--- config.mk ---
export PLATFORM = sky130hd
export DESIGN_NAME = alu16_sequencer
export DESIGN_NICKNAME = d
export VERILOG_FILES = /design/src/rtl/alu16_pkg.sv /design/src/rtl/alu16_flag_gen.sv /design/src/rtl/alu16_sequencer.sv
export SDC_FILE = /design/constraint.sdc
export NUM_CORES = 1
export LEC_CHECK = 0
export ABC_AREA = 1
export BUFFER_PORTS_ARGS = -buffer_cell sky130_fd_sc_hd__buf_4
export CAP_MARGIN = 20
export CORE_MARGIN = 2
export CORE_UTILIZATION = 50
export DETAILED_ROUTE_END_ITERATION = 16
export GPL_TIMING_DRIVEN = 0
export PLACE_DENSITY_LB_ADDON = 0.15
export SYNTH_ARGS = -nofsm -noshare
export SYNTH_HDL_FRONTEND = slang
export SYNTH_SLANG_ARGS = --single-unit
--- constraint.sdc ---
create_clock -name CLK -period 2 [get_ports CLK]
set_input_delay 0.6 -clock CLK [delete_from_list [all_inputs] [get_ports CLK]]
set_output_delay 0.6 -clock CLK [all_outputs]
set_load 0.02 [all_outputs]
--- src/rtl/alu16_pkg.sv ---
// Shared encodings for the 16-bit two-pass ALU sequencer.
package alu16_pkg;

  typedef enum logic [1:0] {
    OP_ADD16 = 2'b00,
    OP_ADDSP = 2'b01,
    OP_INC16 = 2'b10,
    OP_DEC16 = 2'b11
  } op_t;

  typedef enum logic [2:0] {
    S_IDLE    = 3'd0,
    S_LO_REQ  = 3'd1,
    S_LO_WAIT = 3'd2,
    S_HI_REQ  = 3'd3,
    S_HI_WAIT = 3'd4,
    S_DONE    = 3'd5
  } state_t;

  localparam int FW_Z = 3;
  localparam int FW_N = 2;
  localparam int FW_H = 1;
  localparam int FW_C = 0;

endpackage

--- src/rtl/alu16_flag_gen.sv ---
// Combinational flag values and write enables for a completed 16-bit op.
module alu16_flag_gen
  import alu16_pkg::*;
(
  input  logic [1:0] op,
  input  logic       lo_hout,
  input  logic       lo_cout,
  input  logic       hi_hout,
  input  logic       hi_cout,
  output logic       flag_z,
  output logic       flag_n,
  output logic       flag_h,
  output logic       flag_c,
  output logic [3:0] flag_we
);

  always_comb begin
    flag_z  = 1'b0;
    flag_n  = 1'b0;
    flag_h  = 1'b0;
    flag_c  = 1'b0;
    flag_we = 4'b0000;
    case (op_t'(op))
      OP_ADD16: begin
        // Z is left untouched by 16-bit register adds; H/C come from bits 11/15.
        flag_h        = hi_hout;
        flag_c        = hi_cout;
        flag_we[FW_N] = 1'b1;
        flag_we[FW_H] = 1'b1;
        flag_we[FW_C] = 1'b1;
      end
      OP_ADDSP: begin
        // SP-relative adds report carries from the low byte (bits 3/7).
        flag_h        = lo_hout;
        flag_c        = lo_cout;
        flag_we[FW_Z] = 1'b1;
        flag_we[FW_N] = 1'b1;
        flag_we[FW_H] = 1'b1;
        flag_we[FW_C] = 1'b1;
      end
      default: ;
    endcase
  end

endmodule

--- src/rtl/alu16_sequencer.sv ---
// Sequences 16-bit ADD/ADDSP/INC/DEC through an 8-bit ALU as a low pass then a
// carry-chained high pass, then presents the result and flag update for one cycle.
module alu16_sequencer
  import alu16_pkg::*;
#(
  parameter int ALU_LAT = 1
) (
  input  logic        CLK,
  input  logic        nRESET,
  input  logic        start,
  input  logic [1:0]  op,
  input  logic [15:0] opa,
  input  logic [15:0] opb,
  input  logic        flush,
  output logic        busy,
  output logic        done,
  output logic [15:0] res,
  output logic        flag_z,
  output logic        flag_n,
  output logic        flag_h,
  output logic        flag_c,
  output logic [3:0]  flag_we,
  output logic        alu_req,
  output logic [7:0]  alu_a,
  output logic [7:0]  alu_b,
  output logic        alu_cin,
  input  logic [7:0]  alu_res,
  input  logic        alu_cout,
  input  logic        alu_hout
);

  localparam bit         HAS_WAIT  = (ALU_LAT > 0);
  localparam logic [1:0] WAIT_LOAD = HAS_WAIT ? 2'(ALU_LAT - 1) : 2'd0;

  state_t      state_q, state_d;
  logic [1:0]  cnt_q, cnt_d;
  logic        lo_cap, hi_cap;

  logic [1:0]  op_q;
  logic [15:0] opa_q, opb_q;
  logic [7:0]  lo_res_q;
  logic        lo_cout_q, lo_hout_q;

  logic [15:0] res_q;
  logic        z_q, n_q, h_q, c_q;
  logic [3:0]  we_q;

  logic        gen_z, gen_n, gen_h, gen_c;
  logic [3:0]  gen_we;
  logic [7:0]  lo_b, hi_b;

  always_ff @(posedge CLK or negedge nRESET) begin
    if (!nRESET) begin
      state_q <= S_IDLE;
      cnt_q   <= 2'd0;
    end else begin
      state_q <= state_d;
      cnt_q   <= cnt_d;
    end
  end

  // The wait states count down from ALU_LAT-1; the terminal count is the capture cycle.
  always_comb begin
    state_d = state_q;
    cnt_d   = cnt_q;
    lo_cap  = 1'b0;
    hi_cap  = 1'b0;
    case (state_q)
      S_IDLE: if (start) state_d = S_LO_REQ;
      S_LO_REQ: begin
        if (HAS_WAIT) begin
          state_d = S_LO_WAIT;
          cnt_d   = WAIT_LOAD;
        end else begin
          lo_cap  = 1'b1;
          state_d = S_HI_REQ;
        end
      end
      S_LO_WAIT: begin
        if (cnt_q == 2'd0) begin
          lo_cap  = 1'b1;
          state_d = S_HI_REQ;
        end else begin
          cnt_d = cnt_q - 2'd1;
        end
      end
      S_HI_REQ: begin
        if (HAS_WAIT) begin
          state_d = S_HI_WAIT;
          cnt_d   = WAIT_LOAD;
        end else begin
          hi_cap  = 1'b1;
          state_d = S_DONE;
        end
      end
      S_HI_WAIT: begin
        if (cnt_q == 2'd0) begin
          hi_cap  = 1'b1;
          state_d = S_DONE;
        end else begin
          cnt_d = cnt_q - 2'd1;
        end
      end
      S_DONE:  state_d = S_IDLE;
      default: state_d = S_IDLE;
    endcase
    if (flush && (state_q != S_IDLE)) begin
      state_d = S_IDLE;
      lo_cap  = 1'b0;
      hi_cap  = 1'b0;
    end
  end

  always_comb begin
    lo_b = opb_q[7:0];
    hi_b = opb_q[15:8];
    case (op_t'(op_q))
      OP_ADD16: begin
        lo_b = opb_q[7:0];
        hi_b = opb_q[15:8];
      end
      OP_ADDSP: begin
        lo_b = opb_q[7:0];
        hi_b = {8{opb_q[7]}};
      end
      OP_INC16: begin
        lo_b = 8'h01;
        hi_b = 8'h00;
      end
      OP_DEC16: begin
        lo_b = 8'hFF;
        hi_b = 8'hFF;
      end
      default: ;
    endcase
  end

  always_comb begin
    alu_req = 1'b0;
    alu_a   = 8'h00;
    alu_b   = 8'h00;
    alu_cin = 1'b0;
    case (state_q)
      S_LO_REQ, S_LO_WAIT: begin
        alu_req = (state_q == S_LO_REQ);
        alu_a   = opa_q[7:0];
        alu_b   = lo_b;
      end
      S_HI_REQ, S_HI_WAIT: begin
        alu_req = (state_q == S_HI_REQ);
        alu_a   = opa_q[15:8];
        alu_b   = hi_b;
        alu_cin = lo_cout_q;
      end
      default: ;
    endcase
  end

  always_ff @(posedge CLK or negedge nRESET) begin
    if (!nRESET) begin
      op_q      <= 2'b00;
      opa_q     <= 16'h0000;
      opb_q     <= 16'h0000;
      lo_res_q  <= 8'h00;
      lo_cout_q <= 1'b0;
      lo_hout_q <= 1'b0;
    end else begin
      if ((state_q == S_IDLE) && start) begin
        op_q  <= op;
        opa_q <= opa;
        opb_q <= opb;
      end
      if (lo_cap) begin
        lo_res_q  <= alu_res;
        lo_cout_q <= alu_cout;
        lo_hout_q <= alu_hout;
      end
    end
  end

  alu16_flag_gen u_flag_gen (
    .op      (op_q),
    .lo_hout (lo_hout_q),
    .lo_cout (lo_cout_q),
    .hi_hout (alu_hout),
    .hi_cout (alu_cout),
    .flag_z  (gen_z),
    .flag_n  (gen_n),
    .flag_h  (gen_h),
    .flag_c  (gen_c),
    .flag_we (gen_we)
  );

  // The high byte is folded straight into res on the capture edge so res is valid in DONE.
  always_ff @(posedge CLK or negedge nRESET) begin
    if (!nRESET) begin
      res_q <= 16'h0000;
      z_q   <= 1'b0;
      n_q   <= 1'b0;
      h_q   <= 1'b0;
      c_q   <= 1'b0;
      we_q  <= 4'b0000;
    end else if (hi_cap) begin
      res_q <= {alu_res, lo_res_q};
      z_q   <= gen_z;
      n_q   <= gen_n;
      h_q   <= gen_h;
      c_q   <= gen_c;
      we_q  <= gen_we;
    end
  end

  assign busy    = (state_q != S_IDLE);
  assign done    = (state_q == S_DONE);
  assign res     = res_q;
  assign flag_z  = z_q;
  assign flag_n  = n_q;
  assign flag_h  = h_q;
  assign flag_c  = c_q;
  assign flag_we = (state_q == S_DONE) ? we_q : 4'b0000;

endmodule

; ---- Word-level counts from Yosys, hierarchy flattened
; Index checks and enable logic that the tools add are counted.
[word_totals]
reg_bits = 71
out_inout_bits = 44
elab_cells = 62
[op_classes]
addsub = 1
n_eq_ne = 12
mux = 23
n_reduce_logical = 14
[op_table]
columns = operator, n
row1 = 8-bit case mux with 2 select lines, 2
row2 = 8-bit case mux with 4 select lines, 1
row3 = 8-bit case mux with 3 select lines, 1
row4 = 3-bit two-way mux, 5
row5 = 3-bit case mux with 5 select lines, 1
row6 = 2-bit OR reduction, 5
row7 = "3-bit inequality test, second input constant", 3
row8 = 1-bit two-way mux, 7
row9 = "3-bit by 2-bit == test with 1-bit output, second input constant", 2
row10 = "3-bit == test, second input constant", 2
row11 = 1-bit case mux with 2 select lines, 3
row12 = "2-bit == test, second input constant", 2
row13 = 2-bit logical NOT, 2
row14 = 4-bit two-way mux, 1
row15 = 2-bit case mux with 2 select lines, 1
row16 = "3-bit by 1-bit == test with 1-bit output, second input constant", 1
row17 = 3-bit logical NOT, 1
row18 = 3-bit AND reduction, 1
row19 = 3-bit nonzero test, 1
row20 = "2-bit by 1-bit == test with 1-bit output, second input constant", 1
row21 = 1-bit logical AND, 2
row22 = 2-bit two-way mux, 1
row23 = "2-bit inequality test, second input constant", 1
row24 = 2-bit AND reduction, 1
row25 = other kinds (2), 2

; ---- Longest topological paths before layout
; Gate-level depths: netlist of run 1.
[logic_depth]
word_depth = 4
ltp_mapped = 9

; ---- By module
; From an unflattened synthesis of run 1, not the netlist that was laid out.
[hier_totals]
cells_unflattened = 427
hier_area_um2 = 3489.6
[modules_own_cells]
columns = module, n_inst, cells_per_inst, area_each_um2, seq_area_each_um2
row1 = alu16_sequencer, 1, 412, 3413.3, 1826.8
row2 = alu16_flag_gen, 1, 15, 76.3, 0.0

; ---- Least setup slack after synthesis of run 1
; No wires, ideal clock.
[synth_timing]
kind = reg2out
from = register state_q[1]
to = output port alu_a[0]
t_arrival_ns = 1.436
t_required_ns = 1.400
slack_ns = -0.036
path_stages_with_launch = 7
n_path_buf = 1
path_cell_list = dfrtp_1 -> buf_2 -> nor2_4 -> nand2_1 -> o21ai_2 -> inv_2 -> o21ai_0
[synth_via]
elab_chain_cells = 3
elab_cells_between_ends = 7
[synth_rtl]
columns = element, line_no
row1 = start: declaration, alu16_sequencer.sv:35  ; state_t state_q, state_d;
row2 = start signal: assignment, alu16_sequencer.sv:57  ; state_q <= state_d;
row3 = 3-bit by 2-bit == test with 1-bit output (tied with other cells), alu16_sequencer.sv:143  ; case (state_q)
row4 = 2-bit OR reduction, alu16_sequencer.sv:143
row5 = 8-bit case mux with 2 select lines (*), alu16_sequencer.sv:143
row6 = end: declaration, alu16_sequencer.sv:24  ; output logic [7:0] alu_a,
; Every way passes the cells marked *; elsewhere a longest branch is shown, timed or not.

; ---- Worst setup path in the final report of run 1
[layout_timing]
from = register state_q[0]
to = output port alu_b[6]
[layout_via]
elab_chain_cells = 3
elab_cells_between_ends = 7
[layout_rtl]
columns = element, line_no
row1 = 3-bit by 2-bit == test with 1-bit output (tied with other cells), alu16_sequencer.sv:143
row2 = 2-bit OR reduction, alu16_sequencer.sv:143
row3 = 8-bit case mux with 2 select lines (*), alu16_sequencer.sv:143
row4 = end: declaration, alu16_sequencer.sv:25  ; output logic [7:0] alu_b,
; Marked as above.

==> flow_metrics.py, run 1 <==
metrics = {
    "sta": {
        "final.setup.tns_ns": -4.89,
        "setup_viol": 21,
        "min_period_ns": 2.30,
        "finalWorstSetupSlack_ns": -0.301,
        "worstMarginPinSlew_ns": 0.867,
        "slew_violations": 0,
        "slew_headroom_pct": 42.2,
        "fin_skew_ns": 0.0115,
        "hold_ws_ns": 0.365,
        "period_share_pct": 115,
        "fmax_mhz": 435,
        "rsz0062_at_grt": "true",
        "finalHoldViolations": 0,
    },
    "yosys": {
        "synth_adder_area_share_pct": 0.397,
        "synth_top_family_by_area": "simple AND/OR/NAND/NOR gates",
        "ys_warn_count": 0,
        "synth_area_mm2": 0.00315,
        "synthXorXnorAreaFrac_pct": 0,
        "synth.avg_cell_area_um2": 7.90,
        "synth-compound-area-share_pct": 9.60,
        "netlist_instances": 399,
        "ys_seq_elements": 69,
        "muxShareOfSynthArea_pct": 0,
        "yosysSeqAreaShare_pct": 54.8,
        "yosysUniqueCellTypes": 20,
        "synthSimpleGateAreaFrac_pct": 26.5,
    },
    "final_layout": {
        "areaGrowthSynthToFinish_pct": 44.0,
        "drive_gt1_share_pct": 34.9,
        "n_fill_cell": 434,
        "utilization_pct": 75.8,
        "n_antenna_cell": 0,
        "nNetsFinal": 563,
    },
    "global_routing": {
        "grt_pass1_wl_um": 14100,
        "grt_max_degree": 70,
        "antenna_found_initial": 0,
        "grt_pass1_vias": 2905,
        "grt_usage_pct": 25.4,
        "grt.overflow.total": 0,
    },
    "worst_setup_path": {
        "path_max_fanout": 8,
        "crit_type": "register to output pin",
        "cp-end-kind": "output pin",
        "crit_path_start_kind": "register",
        "crit_required_ns": 1.40,
        "cp.arrival_ns": 1.70,
    },
    "power_and_ir_drop": {
        "swShare_pct": 43.3,
        "p_comb_share_pct": 53.9,
        "p_sw_mw": 3.37,
        "irDropWorstVdd_mv": 1.21,
        "power.leakage_nw": 2.42,
        "pwr-share-clk_pct": 15.5,
        "power.share.sequential_pct": 30.6,
        "power.total_mw": 7.79,
        "p_int_mw": 4.42,
        "p_per_area_mw_per_mm2": 1720,
    },
    "drt": {
        "ant_nets": 0,
        "avgRoutedWirePerCell_um": 15.1,
        "firstDrtPassIters": 5,
        "route.final.wire_length_um": 8970,
        "num_vias": 3096,
        "drt_iter0_markers": 256,
        "drc": 0,
        "vias_per_cell": 5.21,
    },
    "clock_tree": {
        "cts_buffer_depth": 2,
        "root_buffer": "clkbuf_8",
        "cts_buffers": 9,
        "clock-sinks": 69,
        "cts_tree": "yes",
        "clk_pin_slew_ns": 0.07,
        "clock_latency_ns": 0.35,
        "ctsHoldBuffers": 0,
        "htreeDepth": 3,
    },
    "placed_design": {
        "gp_congestion": 0.819,
        "port_buffers": 89,
        "dp_hpwl_um": 5600,
    },
    "hold_path": {
        "min_path_type": "primary input to asynchronous set/reset pin",
    },
    "floorplanning": {
        "fp.dieH_um": 83.4,
        "coreArea_mm2": 0.00599,
        "die_width_um": 83.4,
        "initial_utilization_pct": 52.6,
        "die_area_mm2": 0.00696,
        "pin_count": 92,
        "row_count": 28,
    },
    "job": {
        "cap_violations": 0,
    },
    "outcome": {
        "violations": "setup timing",
        "outcome": "finished with violations",
    },
}
-- power by group through the flow --
stage               registers, mW  clock network (mW)  logic, mW
floorplan                    2.43                   0       1.86
global placement             2.29                   0       3.14
detailed placement           2.32                   0       3.21
CTS                          2.35                1.20       3.87
global route                 2.46                1.27       4.53
finish                       2.38                1.20       4.20
-- repair_timing --
item,in CTS,in global routing
pin swaps,8,6
hold endpoints to repair,0,0
endpoints found under the setup margin,21,23
buffers inserted,9,8
resized for setup,71,15
cloned,1,0
-- final cells by class --
cell class                 count  area, um^2  area share [%]
tap                           75        93.8            2.07
buffer                        19         130            2.87
multi-input combinational    271        1340            29.5
timing repair buffer         105         873            19.2
clock inverter                 3        42.5           0.937
inverter                      39         159            3.50
clock buffer                  13         169            3.72
sequential                    69        1730            38.1
-- registers in the layout, summed over array words and instances (netlist names), 2 cells and up --
name	flops
opa_q	16
op_q	2
cnt_q	2
res	16
state_q	3
lo_res_q	8
we_q	2
opb_q	16
-- synthesized netlist by cell type --
master / instances / area share [%]
clkbuf_1: 5 / 0.60
o21ai_2: 2 / 0.56
nand3b_1: 1 / 0.24
inv_1: 36 / 4.3
nand2_1: 171 / 20
nor2_2: 1 / 0.20
nor2_1: 7 / 0.83
o21ai_1: 2 / 0.32
dfrtp_1: 69 / 55
nand2_2: 1 / 0.20
nand3_1: 27 / 4.3
o21ai_0: 53 / 8.4
ha_1: 1 / 0.40
a21oi_1: 2 / 0.32
buf_2: 8 / 1.3
nor2_4: 1 / 0.36
buf_4: 6 / 1.4
inv_2: 3 / 0.36
buf_6: 2 / 0.71
conb_1: 1 / 0.12
-- critical path, cell delays in order (launching register included) --
cell and delay (ns):
dfrtp_2 0.51, nor2_4 0.16, nand2_2 0.10, o21ai_4 0.12, buf_12 0.17, nand3_2 0.08
nand2_2 0.11, buf_6 0.11
-- path summary, 6_finish.rpt --
path | start | end | slack, ns | cells past startpoint
max | state_q[0] | alu_b[6] | -0.30 | 7
max reg2reg | state_q[0] | opb_q[5] | 0.18 | 7
min | nRESET | opb_q[14] | 0.37 | 1
min in group CLK | opa[12] | opa_q[12] | 0.45 | 3
max in group asynchronous | nRESET | state_q[0] | 1.02 | 1
min reg2reg | lo_res_q[4] | lo_res_q[4] | 0.48 | 2
-- stage by stage --
| step | instances | instance area (um^2) | setup WS [ns] |
|---|---|---|---|
| after global routing | 594 | 4540 | -0.340 |
| after detailed placement | 564 | 3920 | -0.246 |
| after CTS | 587 | 4430 | -0.237 |
| after global placement | 564 | 3920 | -0.221 |
| final | 594 | 4540 | -0.301 |
| after floorplan | 400 | 3160 | -0.0358 |
-- cells in the final DEF, fill, tap and decap left out, types with 2 or more instances in the layout --
cell      count
dfrtp_2       3
inv_2         2
inv_1        34
conb_1        2
o21ai_2       9
buf_2         6
nor2_2        2
nand3_4       2
o21ai_0      45
dfrtp_1      66
buf_6        24
nand2_8       2
nor2_1        4
nand3_2       5
nor2_4        3
o21ai_4       2
nand2_1     157
nand2_2      12
inv_4         2
nand3_1      20
clkbuf_1      5
clkbuf_8     12
buf_4        88
a21oi_1       2
-- cell families after synthesis --
group / Yosys count
simple gates: 209
flops: 69
buf+inv: 60
compound gates: 59
fa+ha+maj: 1
other cells: 1
-- metal layers --
metal	part of all wire, %	up-vias	global-route usage (%)
li1	-	1470	-
met1	43	1436	34.6
met2	47	157	40.5
met3	7.0	33	4.17
met4	3.0	0	10.7
met5	0	-	0
No activity file was read; power rests on OpenSTA's default activity.
==> inputs of run 2 (changes only) <==
Clock period 2 ns to 2.15 ns, I/O delays scaled along.
==> flow_metrics.py, run 2 (same netlist as run 1, synthesis figures left out) <==
metrics = {
    "floorplanning": {
        "die_area_mm2": 0.00696,
        "coreArea_mm2": 0.00599,
        "pin_count": 92,
        "row_count": 28,
        "die_width_um": 83.4,
        "initial_utilization_pct": 52.6,
        "fp.dieH_um": 83.4,
    },
    "clock_tree": {
        "ctsHoldBuffers": 0,
        "clk_pin_slew_ns": 0.07,
        "cts_buffers": 9,
        "cts_tree": "yes",
        "clock_latency_ns": 0.34,
        "root_buffer": "clkbuf_8",
        "clock-sinks": 69,
        "htreeDepth": 3,
        "cts_buffer_depth": 2,
    },
    "worst_setup_path": {
        "reg2regPathDepth": 8,
        "cp.arrival_ns": 1.70,
        "crit_path_start_kind": "register",
        "cp-end-kind": "output pin",
        "crit_type": "register to output pin",
        "crit_required_ns": 1.50,
        "path_max_fanout": 8,
    },
    "final_layout": {
        "final_common_cell": "nand2_1",
        "areaGrowthSynthToFinish_pct": 42.0,
        "n_fill_cell": 435,
        "n_antenna_cell": 0,
        "nNetsFinal": 558,
        "drive_gt1_share_pct": 33.3,
        "multi_input_area_mm2": 0.00131,
        "utilization_pct": 74.7,
        "register_area_mm2": 0.00173,
        "final_cell_mix": "157 x nand2_1, 85 x buf_4, 66 x dfrtp_1",
    },
    "global_routing": {
        "grt.overflow.total": 0,
        "grt_usage_pct": 25.1,
        "grt_pass1_wl_um": 14000,
        "grt_pass1_vias": 2880,
        "grt_max_degree": 70,
        "antenna_found_initial": 0,
    },
    "drt": {
        "route.final.wire_length_um": 8580,
        "ant_nets": 0,
        "avgRoutedWirePerCell_um": 14.6,
        "drt_iter0_markers": 239,
        "firstDrtPassIters": 5,
        "num_vias": 3083,
        "drc": 0,
        "vias_per_cell": 5.23,
    },
    "placed_design": {
        "gp_congestion": 0.819,
        "place_ws_ns": -0.141,
        "dp_hpwl_um": 5600,
        "port_buffers": 89,
    },
    "sta": {
        "rsz0062_at_grt": "true",
        "slew_headroom_pct": 42.3,
        "setup_viol": 20,
        "worstMarginPinSlew_ns": 0.865,
        "fmax_mhz": 427,
        "finalHoldViolations": 0,
        "fin_skew_ns": 0.00539,
        "slew_violations": 0,
        "min_period_ns": 2.34,
        "final.setup.tns_ns": -2.89,
        "hold_ws_ns": 0.412,
        "finalWorstSetupSlack_ns": -0.192,
        "period_share_pct": 109,
    },
    "power_and_ir_drop": {
        "p_per_area_mw_per_mm2": 1580,
        "irDropWorstVdd_mv": 1.10,
        "power.leakage_nw": 2.39,
        "power.total_mw": 7.07,
    },
    "hold_path": {
        "min_path_type": "primary input to asynchronous set/reset pin",
    },
    "job": {
        "cap_violations": 0,
    },
    "outcome": {
        "violations": "setup timing",
        "outcome": "finished with violations",
    },
}
==> run 2: final timing paths <==
kind / start / to / slack (ns)
setup / recovery: state_q[0] / alu_b[5] / -0.19
hold / removal: nRESET / opb_q[14] / 0.41
setup reg to reg: state_q[0] / flag_c / 0.37
hold reg to reg: lo_hout_q / lo_hout_q / 0.47
max in group asynchronous: nRESET / state_q[1] / 1.13
min in group CLK: lo_hout_q / lo_hout_q / 0.47
==> run 2: per-stage QoR <==
stage               area [um^2]  std cells
floorplan                  3160        400
global placement           3920        564
detailed placement         3920        564
CTS                        4370        587
global route               4480        589
finish                     4480        589
==> run 2: metal layers <==
| layer | part of all wire (%) | up-vias | routed length (um) | GRT usage [%] |
|---|---|---|---|---|
| met5 | 0 | - | 0 | 0 |
| met4 | 3.3 | 0 | 280 | 11.3 |
| met3 | 7.4 | 28 | 634 | 4.57 |
| met2 | 48 | 157 | 4130 | 39.5 |
| met1 | 41 | 1442 | 3540 | 34.1 |
| li1 | - | 1456 | - | - |
==> run 2: area by class of cell <==
class                           instances  share of cell area (%)
Buffer                                 19                    2.91
Clock buffer                           13                    3.77
Clock inverter                          3                   0.950
Inverter                               39                    3.60
Multi-Input combinational cell        271                    29.3
Sequential cell                        69                    38.6
Tap cell                               75                    2.10
Timing Repair Buffer                  100                    18.7
==> run 2: repair_timing <==
action | 4_1_cts | 5_1_grt
endpoints found under the setup margin | 20 | 22
pin swaps | 9 | 7
gates cloned | 1 | 0
resized for setup | 53 | 23
setup buffers | 8 | 2
==> run 2: report_power, final <==
group          leakage (nW)  internal, mW  switching [mW]
sequential            0.867          1.87           0.336
combinational          1.42          1.53            2.22
clock                 0.106         0.630           0.480
total                  2.39          4.03            3.04
==> run 2: worst max-delay path, stage by stage, from the launching register on <==
cell and delay, ns:
dfrtp_2 0.48, nand2_1 0.13, o21ai_4 0.26, buf_12 0.16, nand3_1 0.07, nand2_1 0.12, buf_6 0.12
==> inputs of run 3 (changes only) <==
Settings changed: CELL_PAD_IN_SITES_DETAIL_PLACEMENT set to 0, CELL_PAD_IN_SITES_GLOBAL_PLACEMENT set to 1, CORE_UTILIZATION 50 to 30.
==> flow_metrics.py, run 3 (same netlist as run 1, synthesis figures left out) <==
metrics = {
    "outcome": {
        "outcome": "finished with violations",
        "violations": "setup timing",
    },
    "clock_tree": {
        "htreeDepth": 3,
        "clock_latency_ns": 0.35,
        "cts_tree": "yes",
        "clock-sinks": 69,
        "cts_buffers": 9,
        "ctsHoldBuffers": 0,
        "root_buffer": "clkbuf_8",
        "clk_pin_slew_ns": 0.08,
        "cts_buffer_depth": 2,
    },
    "worst_setup_path": {
        "rr_startpoint": "state_q[0]",
        "reg2regPathDepth": 6,
        "cpPeakStageDelay_ns": 0.49,
        "critPathMostFrequentCell": "nand2_2",
        "crit_path_start_kind": "register",
        "cp_slowest_cell": "dfrtp_2",
        "r2r_setup_slack_ns": 0.42,
        "crit_type": "register to output pin",
        "rr_endpoint": "opa_q[9]",
        "crit_required_ns": 1.50,
        "cp-end-kind": "output pin",
        "cp_top_family": "flip-flops",
        "path_max_fanout": 8,
        "cp.arrival_ns": 1.63,
        "path_buf_inv": 2,
        "path_cells": "nor2_4, nand2_2, o21ai_4, buf_12, nand3_2, nand2_2, buf_6",
    },
    "drt": {
        "drc": 0,
        "avgRoutedWirePerCell_um": 13.4,
        "ant_nets": 0,
        "firstDrtPassIters": 4,
        "drt_iter0_markers": 82,
        "route.final.wire_length_um": 8720,
        "vias_per_cell": 4.43,
        "num_vias": 2884,
    },
    "global_routing": {
        "grt_pass1_wl_um": 14100,
        "grt_pass1_vias": 2827,
        "grt_usage_pct": 16.0,
        "antenna_found_initial": 0,
        "grt.overflow.total": 0,
        "grt_max_degree": 70,
    },
    "floorplanning": {
        "die_width_um": 107,
        "pin_count": 92,
        "die_area_mm2": 0.0113,
        "fp.dieH_um": 107,
        "initial_utilization_pct": 30.7,
        "row_count": 37,
        "coreArea_mm2": 0.0103,
    },
    "final_layout": {
        "final_common_cell": "nand2_1",
        "drive_gt1_share_pct": 34.4,
        "n_antenna_cell": 0,
        "areaGrowthSynthToFinish_pct": 44.9,
        "nNetsFinal": 559,
        "post_layout_nonfiller_instances": 651,
        "final_cell_mix": "157 x nand2_1, 90 x buf_4, 65 x dfrtp_1",
    },
    "sta": {
        "slew_violations": 0,
        "fmax_mhz": 440,
        "fin_skew_ns": 0.0115,
        "worstMarginPinSlew_ns": 0.914,
        "period_share_pct": 106,
        "hold_ws_ns": 0.417,
        "finalWorstSetupSlack_ns": -0.125,
        "setup_viol": 17,
        "finalHoldViolations": 0,
        "slew_headroom_pct": 39.1,
        "rsz0062_at_grt": "true",
        "min_period_ns": 2.27,
    },
    "placed_design": {
        "gp_congestion": 0.754,
        "numPlacedInstances": 625,
        "port_buffers": 89,
        "dp_hpwl_um": 6150,
    },
    "hold_path": {
        "min_path_type": "primary input to asynchronous set/reset pin",
    },
    "power_and_ir_drop": {
        "power.leakage_nw": 2.38,
        "p_per_area_mw_per_mm2": 1550,
        "irDropWorstVdd_mv": 0.573,
    },
    "job": {
        "cap_violations": 0,
    },
}
[run 3: worst reg2reg max path: cells and delay by family, from the launching register on]
kind	cells	cell delay, ns
buffers and inverters	2	0.52
DFF	1	0.49
AOI/OAI and AO/OA	1	0.15
and+or+nand+nor	3	0.43
[run 3: area by class of cell]
cell class | instances | area (um^2)
multi-input cells | 271 | 1330
clock buffers | 10 | 138
inverters | 39 | 154
repair buffers | 101 | 827
flip-flops and latches | 69 | 1730
clock inverters | 6 | 93.8
fillers | 1069 | 5710
plain buffers | 19 | 130
well taps | 136 | 170
[run 3: repair_timing]
action | in CTS | in global routing
endpoints found under the setup margin | 20 | 20
pin swaps | 7 | 10
gates resized for setup | 53 | 27
buffers inserted | 7 | 4
gates cloned | 1 | 0
[run 3: where the power goes]
group	internal (mW)	leakage (nW)	switching [mW]
Sequential	1.87	0.866	0.314
Clock	0.695	0.113	0.539
Combinational	1.50	1.40	2.17
[run 3: worst max-delay path by stage]
stage                     from       end  slack (ns)  cells after the start
finish              state_q[0]  alu_b[7]       -0.12                      7
global route        state_q[0]  alu_b[1]       -0.20                      7
CTS                 state_q[2]  alu_b[1]       -0.15                      8
detailed placement  state_q[2]  alu_a[2]       -0.26                      8
global placement    state_q[2]  alu_a[2]       -0.28                      8
floorplan           state_q[1]  alu_a[0]        0.07                      6
[run 3: per-stage QoR]
stage	utilization [%]	area, um^2	TNS, ns	worst slack [ns]	power [mW]
6_report	44.5	4570	-1.58	-0.125	7.09
5_1_grt	44.5	4570	-3.02	-0.196	7.61
4_1_cts	43.3	4450	-2.05	-0.147	6.93
3_5_place_dp	38.9	4000	-2.21	-0.258	5.21
3_3_place_gp	38.9	4000	-2.24	-0.277	5.17
2_1_floorplan	-	3160	0	0.0692	3.99
[run 3: metal layers]
| layer | share of wire [%] | vias to the layer above | GRT usage [%] |
|---|---|---|---|
| li1 | - | 1466 | - |
| met1 | 48 | 1336 | 21.3 |
| met2 | 46 | 70 | 25.8 |
| met3 | 4.7 | 12 | 2.94 |
| met4 | 1.6 | 0 | 6.68 |
| met5 | 0 | - | 0 |
